## src/rtl/nn_layer_stream.sv

```systemverilog
// Fully-connected layer: NEURON_NUM neurons share one serial input stream; results are either streamed or reduced to argmax.
// Latency: last input beat -> first output = neuron latency (1) + 1 capture cycle (+ NEURON_NUM scan cycles in argmax mode).
// Backpressure: in_ready drops from the last input beat until the sample has left; outputs hold stable until out_ready.
//
// Ports: clk/rst_n (async active-low); in_data/in_valid/in_ready serial input words;
//        out_data/out_valid/out_ready/out_last result stream (or one argmax index word);
//        busy = not accepting input; err_unexp = sticky flag for a neuron result arriving unexpectedly.

module nn_neuron #(
    parameter int                            DATA_WIDTH       = 16,
    parameter int                            WEIGHT_NUM       = 30,
    parameter int                            WEIGHT_INT_WIDTH = 4,
    parameter int                            SIGMOID_SIZE     = 10,
    parameter int                            LAYER_NO         = 4,
    parameter string                         ACT_TYPE         = "relu",
    parameter logic [127:0]                  BIAS_FILE        = '0,
    parameter logic [127:0]                  WEIGHT_FILE      = '0,
    // Memory image contents: weight j of this neuron sits at W_VAL[j*DATA_WIDTH +: DATA_WIDTH].
    parameter logic [WEIGHT_NUM*DATA_WIDTH-1:0] W_VAL         = '0,
    parameter logic [DATA_WIDTH-1:0]         B_VAL            = '0
) (
    input  logic                  clk,
    input  logic                  rst_n,
    input  logic [DATA_WIDTH-1:0] data_i,
    input  logic                  valid_i,
    output logic [DATA_WIDTH-1:0] data_o,
    output logic                  valid_o
);
    localparam int  FRAC = DATA_WIDTH - WEIGHT_INT_WIDTH;
    localparam int  PW   = 2 * DATA_WIDTH;
    localparam int  CW   = $clog2(WEIGHT_NUM + 1);
    localparam bit  RELU = (ACT_TYPE == "relu");
    localparam logic signed [PW-1:0] SMAX = {{(DATA_WIDTH+1){1'b0}}, {(DATA_WIDTH-1){1'b1}}};
    localparam logic signed [PW-1:0] SMIN = ~SMAX;

    if (SIGMOID_SIZE < 1 || LAYER_NO < 0) begin : g_bad_cfg
        $error("nn_neuron: SIGMOID_SIZE must be positive and LAYER_NO non-negative");
    end
    if (BIAS_FILE == '0 || WEIGHT_FILE == '0) begin : g_bad_file
        $error("nn_neuron: memory image names must not be empty");
    end

    logic signed [PW-1:0]         acc_q, acc_d, prod, sum, scaled, bias_ext;
    logic        [CW-1:0]         cnt_q, cnt_d;
    logic signed [DATA_WIDTH-1:0] w_cur;
    logic        [DATA_WIDTH-1:0] res_q, res_d, sat;
    logic                         vld_q, vld_d;

    assign w_cur    = W_VAL[cnt_q*DATA_WIDTH +: DATA_WIDTH];
    assign bias_ext = {{DATA_WIDTH{B_VAL[DATA_WIDTH-1]}}, B_VAL};

    always_comb begin
        acc_d  = acc_q;
        cnt_d  = cnt_q;
        res_d  = res_q;
        vld_d  = 1'b0;
        prod   = $signed(data_i) * w_cur;
        sum    = acc_q + prod;
        // Products carry 2*FRAC fraction bits; drop FRAC of them once, after the full sum.
        scaled = (sum >>> FRAC) + bias_ext;
        if (scaled > SMAX)      sat = SMAX[DATA_WIDTH-1:0];
        else if (scaled < SMIN) sat = SMIN[DATA_WIDTH-1:0];
        else                    sat = scaled[DATA_WIDTH-1:0];
        if (RELU && sat[DATA_WIDTH-1]) sat = '0;
        if (valid_i) begin
            if (cnt_q == CW'(WEIGHT_NUM - 1)) begin
                acc_d = '0;
                cnt_d = '0;
                res_d = sat;
                vld_d = 1'b1;
            end else begin
                acc_d = sum;
                cnt_d = cnt_q + CW'(1);
            end
        end
    end

    always_ff @(posedge clk or negedge rst_n) begin
        if (!rst_n) begin
            acc_q <= '0;
            cnt_q <= '0;
            res_q <= '0;
            vld_q <= 1'b0;
        end else begin
            acc_q <= acc_d;
            cnt_q <= cnt_d;
            res_q <= res_d;
            vld_q <= vld_d;
        end
    end

    assign data_o  = res_q;
    assign valid_o = vld_q;
endmodule

module nn_layer_stream #(
    parameter int    NEURON_NUM       = 10,
    parameter int    WEIGHT_NUM       = 30,
    parameter int    DATA_WIDTH       = 16,
    parameter int    LAYER_NO         = 4,
    parameter int    SIGMOID_SIZE     = 10,
    parameter int    WEIGHT_INT_WIDTH = 4,
    parameter string ACT_TYPE         = "relu",
    parameter string OUT_MODE         = "serial",
    // Weight/bias memory images, neuron n in the n-th slice; defaults are unit weights and zero bias.
    parameter logic [NEURON_NUM*WEIGHT_NUM*DATA_WIDTH-1:0] W_INIT =
        {(NEURON_NUM*WEIGHT_NUM){DATA_WIDTH'(1) << (DATA_WIDTH - WEIGHT_INT_WIDTH)}},
    parameter logic [NEURON_NUM*DATA_WIDTH-1:0] B_INIT = '0
) (
    input  logic                  clk,
    input  logic                  rst_n,
    input  logic [DATA_WIDTH-1:0] in_data,
    input  logic                  in_valid,
    output logic                  in_ready,
    output logic [DATA_WIDTH-1:0] out_data,
    output logic                  out_valid,
    input  logic                  out_ready,
    output logic                  out_last,
    output logic                  busy,
    output logic                  err_unexp
);
    localparam int CW     = $clog2(WEIGHT_NUM + 1);
    localparam int IW     = $clog2(NEURON_NUM + 1);
    localparam int SW     = (NEURON_NUM > 1) ? $clog2(NEURON_NUM) : 1;
    localparam bit ARGMAX = (OUT_MODE == "argmax");

    if (OUT_MODE != "serial" && OUT_MODE != "argmax") begin : g_bad_mode
        $error("nn_layer_stream: OUT_MODE must be \"serial\" or \"argmax\"");
    end
    if (NEURON_NUM < 1 || NEURON_NUM > 64 || WEIGHT_NUM < 1) begin : g_bad_size
        $error("nn_layer_stream: NEURON_NUM must be 1..64 and WEIGHT_NUM positive");
    end

    // Appends the decimal form of v (no padding) to a right-aligned character vector.
    function automatic logic [127:0] put_num(input logic [127:0] s_in, input int v);
        logic [127:0] s;
        s = s_in;
        for (int d = 10000; d >= 1; d = d / 10) begin
            if (v >= d || d == 1) s = {s[119:0], 8'(8'h30 + (v / d) % 10)};
        end
        return s;
    endfunction

    // Builds "<kind>_<layer>_<n>.mif".
    function automatic logic [127:0] mif_name(input logic [7:0] kind, input int layer, input int n);
        logic [127:0] s;
        s = 128'(kind);
        s = {s[119:0], 8'h5f};
        s = put_num(s, layer);
        s = {s[119:0], 8'h5f};
        s = put_num(s, n);
        s = {s[95:0], 32'h2e6d6966};
        return s;
    endfunction

    typedef enum logic [2:0] {S_ACCEPT, S_WAIT, S_SEND, S_ARG, S_OUT} state_t;

    state_t                  state_q, state_d;
    logic [CW-1:0]           in_cnt_q, in_cnt_d;
    logic [IW-1:0]           idx_q, idx_d, arg_q, arg_d;
    logic [SW-1:0]           sel;
    logic [NEURON_NUM-1:0]   flag_q, flag_d, n_vld;
    logic [DATA_WIDTH-1:0]   res_q [NEURON_NUM];
    logic [DATA_WIDTH-1:0]   res_d [NEURON_NUM];
    logic [DATA_WIDTH-1:0]   n_dat [NEURON_NUM];
    logic [DATA_WIDTH-1:0]   max_q, max_d;
    logic                    err_q, err_d;
    logic                    live_q;
    logic                    beat;

    for (genvar g = 0; g < NEURON_NUM; g++) begin : g_neuron
        nn_neuron #(
            .DATA_WIDTH       (DATA_WIDTH),
            .WEIGHT_NUM       (WEIGHT_NUM),
            .WEIGHT_INT_WIDTH (WEIGHT_INT_WIDTH),
            .SIGMOID_SIZE     (SIGMOID_SIZE),
            .LAYER_NO         (LAYER_NO),
            .ACT_TYPE         (ACT_TYPE),
            .BIAS_FILE        (mif_name("b", LAYER_NO, g)),
            .WEIGHT_FILE      (mif_name("w", LAYER_NO, g)),
            .W_VAL            (W_INIT[g*WEIGHT_NUM*DATA_WIDTH +: WEIGHT_NUM*DATA_WIDTH]),
            .B_VAL            (B_INIT[g*DATA_WIDTH +: DATA_WIDTH])
        ) u_neuron (
            .clk     (clk),
            .rst_n   (rst_n),
            .data_i  (in_data),
            .valid_i (beat),
            .data_o  (n_dat[g]),
            .valid_o (n_vld[g])
        );
    end

    // live_q keeps in_ready low through the reset cycle even though the state is already ACCEPT.
    assign in_ready  = live_q && (state_q == S_ACCEPT);
    assign beat      = in_valid && in_ready;
    assign busy      = (state_q != S_ACCEPT);
    assign err_unexp = err_q;
    assign sel       = idx_q[SW-1:0];

    always_comb begin
        state_d   = state_q;
        in_cnt_d  = in_cnt_q;
        idx_d     = idx_q;
        arg_d     = arg_q;
        max_d     = max_q;
        flag_d    = flag_q;
        err_d     = err_q;
        res_d     = res_q;
        out_valid = 1'b0;
        out_data  = '0;
        out_last  = 1'b0;

        // Result capture; a result is only expected in WAIT and only once per neuron.
        if (state_q == S_WAIT) begin
            for (int i = 0; i < NEURON_NUM; i++) begin
                if (n_vld[i]) begin
                    res_d[i]  = n_dat[i];
                    flag_d[i] = 1'b1;
                    if (flag_q[i]) err_d = 1'b1;
                end
            end
            if (&flag_d) begin
                state_d = ARGMAX ? S_ARG : S_SEND;
                idx_d   = '0;
            end
        end else if (|n_vld) begin
            err_d = 1'b1;
        end

        case (state_q)
            S_ACCEPT: begin
                if (beat) begin
                    if (in_cnt_q == CW'(WEIGHT_NUM - 1)) begin
                        in_cnt_d = '0;
                        state_d  = S_WAIT;
                    end else begin
                        in_cnt_d = in_cnt_q + CW'(1);
                    end
                end
            end
            S_SEND: begin
                out_valid = 1'b1;
                out_data  = res_q[sel];
                out_last  = (idx_q == IW'(NEURON_NUM - 1));
                if (out_ready) begin
                    if (out_last) begin
                        idx_d   = '0;
                        flag_d  = '0;
                        state_d = S_ACCEPT;
                    end else begin
                        idx_d = idx_q + IW'(1);
                    end
                end
            end
            S_ARG: begin
                // Strict greater-than: on ties the earlier (lower) index is kept.
                if (idx_q == '0 || $signed(res_q[sel]) > $signed(max_q)) begin
                    max_d = res_q[sel];
                    arg_d = idx_q;
                end
                if (idx_q == IW'(NEURON_NUM - 1)) begin
                    idx_d   = '0;
                    state_d = S_OUT;
                end else begin
                    idx_d = idx_q + IW'(1);
                end
            end
            S_OUT: begin
                out_valid = 1'b1;
                out_data  = DATA_WIDTH'(arg_q);
                out_last  = 1'b1;
                if (out_ready) begin
                    flag_d  = '0;
                    state_d = S_ACCEPT;
                end
            end
            default: ;
        endcase
    end

    always_ff @(posedge clk or negedge rst_n) begin
        if (!rst_n) begin
            state_q  <= S_ACCEPT;
            in_cnt_q <= '0;
            idx_q    <= '0;
            arg_q    <= '0;
            max_q    <= '0;
            flag_q   <= '0;
            err_q    <= 1'b0;
            live_q   <= 1'b0;
            for (int i = 0; i < NEURON_NUM; i++) res_q[i] <= '0;
        end else begin
            state_q  <= state_d;
            in_cnt_q <= in_cnt_d;
            idx_q    <= idx_d;
            arg_q    <= arg_d;
            max_q    <= max_d;
            flag_q   <= flag_d;
            err_q    <= err_d;
            live_q   <= 1'b1;
            res_q    <= res_d;
        end
    end
endmodule

```

## config.mk

```make
export PLATFORM = sky130hd
export DESIGN_NAME = nn_layer_stream
export DESIGN_NICKNAME = d
export VERILOG_FILES = /design/src/rtl/nn_layer_stream.sv
export SDC_FILE = /design/constraint.sdc
export NUM_CORES = 2
export LEC_CHECK = 0
export CAP_MARGIN = 30
export CORE_MARGIN = 1.5
export CORE_UTILIZATION = 35
export DETAILED_ROUTE_END_ITERATION = 10
export PLACE_DENSITY = 0.6
export SLEW_MARGIN = 40
export SYNTH_ARGS = -nofsm -noshare
export SYNTH_HDL_FRONTEND = slang
export SYNTH_SLANG_ARGS = --single-unit
```

## constraint.sdc

```tcl
create_clock -name clk -period 4.72 [get_ports clk]
set_input_delay 0.944 -clock clk [delete_from_list [all_inputs] [get_ports clk]]
set_output_delay 0.944 -clock clk [all_outputs]
set_load 0.02 [all_outputs]
```

==> metrics.md <==
| Metric | Value |
|---|---|
| Met2 wire len | roughly 48 mm |
| Vias in the first global route | 30400 |
| CTS tree | done |
| Clk slew on worst S/H paths | approximately 0.07 ns |
| Cell area after synthesis | 39600 um2 |
| First-pass GRT wire length | roughly 170 mm |
| Clock skew | roughly 0.032 ns |
| Layout net count | 4787 |
| Combinational Power Share | 7.5% |
| Sequential fraction of the synthesis area | approximately two fifths |
| Final instance area | around 48000 um2 |
| CP Data Required Time | 5.21 ns |
| Top sig layer | met4 |
| Worst Setup SP | in_data[2] |
| Final hold vios | 0 |
| Sequential power share | a little over two fifths |
| RSZ-0062 raised after global routing | yes |
| Tcrit/Tclk final | ~98% |
| Worst-margin pin slew | roughly 0.79 ns |
| R2R Path Start | g_neuron[8].u_neuron.cnt_q[2] |
| Yosys warnings | 0 |
| R2r endpoint | g_neuron[8].u_neuron.data_o[14] |
| Cell variety after synth | 95 |
| Routed len/inst | ~19 um |
| Fmax | 215 MHz |
| #FFs+latches synth | 603 |
| Cts bufs inserted | between 70 and 80 |
| Starting Density | 35.2% |
| Crit. End Element | flip-flop |
| Worst R2R Path Depth | 17 |
| CP Launch Type | primary input |
| Post-synth EDFFs | 0 |
| Gp weighted congestion | slightly below 0.9 |
| Ys flop type | dfrtp_1 |
| Die Area | 115000 um2 |
| Final HPWL DP | 79.9 mm |
| Post-DRT Antenna Nets | 0 |
| Pwr dens | about 250 nW/um2 |
| Met3 Routed Length | 6.46 mm |
| Hold crit path type | in -> async |
| Psw | roughly 3 mW |
| Dominant cells by area after synthesis | dfrtp_1 38%, ha_1 18%, mux2_2 4.8% |
| Setup violators final | 0 |
| P&R area growth vs syn | 20.9% |
| Placed cell area | 45000 um2 |
| Clock power frac | slightly below 50% |
| Synth Area per Inst | 10.5 um2 |
| M1 WL | between 40 and 50 mm |
| Die width | between 300 and 400 um |
| Worst Setup EP | g_neuron[4].u_neuron.data_o[7] |
| Global-route usage over all layers | a little under a fifth |
| Leakage | 24.1 nW |
| I/O Buffers | 39 |
| Syn Nets | roughly 4400 |
| Synthesized instance count | about 3800 |
| Slew HR | a little under half |
| Initial antenna violation count | 18 |
| Pin count of the biggest net entering global routing | roughly 150 |
| Max_cap viols | 0 |
| Clock sinks | between 600 and 700 |
| Drt pass-1 iters | 7 |
| Post-route setup slack | about 0.072 ns |
| Post-synth top area cell | dfrtp_1 |
| Ys async rst share | 100% |
| Crit Path Class | in -> reg |
| Status | completed |
| Maximum clock path buffer count | 3 |
| Via count | 30600 |
| Sw Share | between 20% and 30% |
| Layout cell share with drive strength beyond 1 | ~20% |
| Clock root cell | clkbuf_16 |
| Area share of the largest cell type after synthesis | a little under two fifths |
| Die Ht | ~340 um |
| Max VDD drop | ~230 uV |
| Critical path peak fanout | 7 |
| Final slew viol count | 0 |
| Worst skew pair latency | about 0.64 ns |
| Routed wire length | 107 mm |
| Remaining Overflow, GRT | 0 |
| Pint | around 9 mW |
| Core area | 112000 um2 |
| WP data arrival | 5.14 ns |
| Min Tclk post-route | 4.65 ns |
| R2r setup slk | approximately 0.20 ns |
| Residual DRC | 0 |
| Initial DRC Count | approximately 1800 |
| Power consumption | roughly 12 mW |
| H-tree levels | 3 |
| Pre-CTS WS | -0.633 ns |
| Top Ports | 41 |
| Rows | ~120 |
| Vias/cell | about 5.3 |
## metrics by stage
stage | util, % | TNS [ns] | cells | hold slack (ns)
detailed placement | 40.1 | -73.17 | 5592 | 0.451
floorplan | - | 0 | 3773 | 0.445
finish | 42.6 | 0 | 5740 | 0.274
CTS | 42.4 | 0 | 5729 | 0.250
global route | 42.6 | -1.95 | 5737 | 0.275
global placement | 40.1 | -64.84 | 5592 | 0.449
## power by group through the flow
stage	combinational [mW]	clock (mW)	sequential, mW
3_5_place_dp	0.895	0	5.26
4_1_cts	0.902	6.02	5.17
5_1_grt	0.999	6.23	5.17
6_report	0.900	5.90	5.17
2_1_floorplan	0.410	0	5.27
3_3_place_gp	0.886	0	5.26
## flip-flops by register name, indices dropped and copies added, names as in the netlist
| signal | cells |
|---|---|
| idx_q | 4 |
| err_unexp | 1 |
| res_q | 150 |
| live_q | 1 |
| in_cnt_q | 5 |
| max_q | 15 |
| arg_q | 4 |
| g_neuron.u_neuron.acc_q | 200 |
| g_neuron.u_neuron.valid_o | 10 |
| g_neuron.u_neuron.data_o | 150 |
| state_q | 3 |
| flag_q | 10 |
| g_neuron.u_neuron.cnt_q | 50 |
## final cells by class
class                           instances  area (um2)
Clock inverter                         41         442
Sequential cell                       603       15100
Inverter                              106         398
Fill cell                           10800       64500
Timing Repair Buffer                  486        4300
Antenna cell                            4        10.0
Tap cell                             1500        1880
Clock buffer                           93        2070
Multi-Input combinational cell       2907       23600
## synth_stat cells, types with 53 or more instances
| library cell | number |
|---|---|
| a21o_1 | 53 |
| a21oi_1 | 155 |
| a22o_1 | 148 |
| and2_1 | 219 |
| clkbuf_1 | 130 |
| dfrtp_1 | 603 |
| ha_1 | 580 |
| inv_1 | 106 |
| mux2_2 | 168 |
| nand2_1 | 282 |
| nand3_1 | 71 |
| nor2_1 | 173 |
| o21ai_0 | 173 |
| xnor2_1 | 103 |
| xor2_1 | 63 |
## critical path, cell delays in order
cell             delay [ns]
clkdlybuf4s50_1        0.45
buf_12                 0.17
and2_1                 0.14
ha_1                   0.27
ha_1                   0.29
ha_1                   0.24
fa_2                   0.35
a211o_1                0.32
a2111o_1               0.38
a31o_2                 0.27
a2111oi_4              0.41
o31ai_2                0.15
xnor2_1                0.17
buf_4                  0.17
buf_4                  0.12
and3_4                 0.21
a2bb2oi_1              0.07
## cell usage in the layout, fill, tap and decap left out, types with 27 or more instances in the layout
| cell type | count |
|---|---|
| buf_4 | 403 |
| o21ai_0 | 172 |
| clkbuf_16 | 75 |
| xor2_1 | 63 |
| a211oi_1 | 42 |
| mux4_2 | 30 |
| nand3_1 | 68 |
| mux2_2 | 168 |
| o21ai_1 | 27 |
| o22ai_1 | 29 |
| o21a_1 | 39 |
| buf_12 | 40 |
| a21o_1 | 53 |
| a22o_1 | 148 |
| ha_1 | 580 |
| nand2_1 | 281 |
| dfrtp_1 | 601 |
| xnor2_1 | 103 |
| nand4_1 | 42 |
| clkdlybuf4s50_1 | 38 |
| nor2_1 | 173 |
| mux2i_1 | 35 |
| a211o_1 | 28 |
| a21oi_1 | 155 |
| nor3_1 | 37 |
| nor2b_1 | 29 |
| a22oi_1 | 42 |
| and2_1 | 212 |
| inv_1 | 106 |
## routing by layer
layer,vias up,GRT usage (%)
met5,-,0
met4,0,5.27
met3,128,3.15
met2,674,29.3
met1,15000,25.7
li1,14800,-
## cell families after synthesis
logic type	after synthesis	share of synthesized area, %
mux	233	7.38
flops	603	38.1
fa+ha+maj	590	18.9
other cells	2	0.0190
compound gates	951	17.1
xor+xnor	167	3.72
simple gates	963	12.3
buf+inv	264	2.57
## how the worst min path moves through the flow
stage | from | to | slack (ns) | depth (start not counted)
2_1_floorplan | g_neuron[7].u_neuron.acc_q[12] | g_neuron[7].u_neuron.acc_q[12] | 0.45 | 2
3_3_place_gp | err_unexp | err_unexp | 0.45 | 1
3_5_place_dp | err_unexp | err_unexp | 0.45 | 1
4_1_cts | rst_n | g_neuron[0].u_neuron.acc_q[14] | 0.25 | 1
5_1_grt | rst_n | g_neuron[0].u_neuron.acc_q[14] | 0.27 | 1
6_report | rst_n | g_neuron[0].u_neuron.acc_q[14] | 0.27 | 1
## what timing repair did
item	4_1_cts	5_1_grt
hold buffers	0	0
pin swaps	2	8
resized for setup	1	37
buffers inserted	2	5
endpoints found under the setup margin	2	106
hold endpoints to repair	0	0
gates cloned	1	1
(Power assumes the default switching activity.)
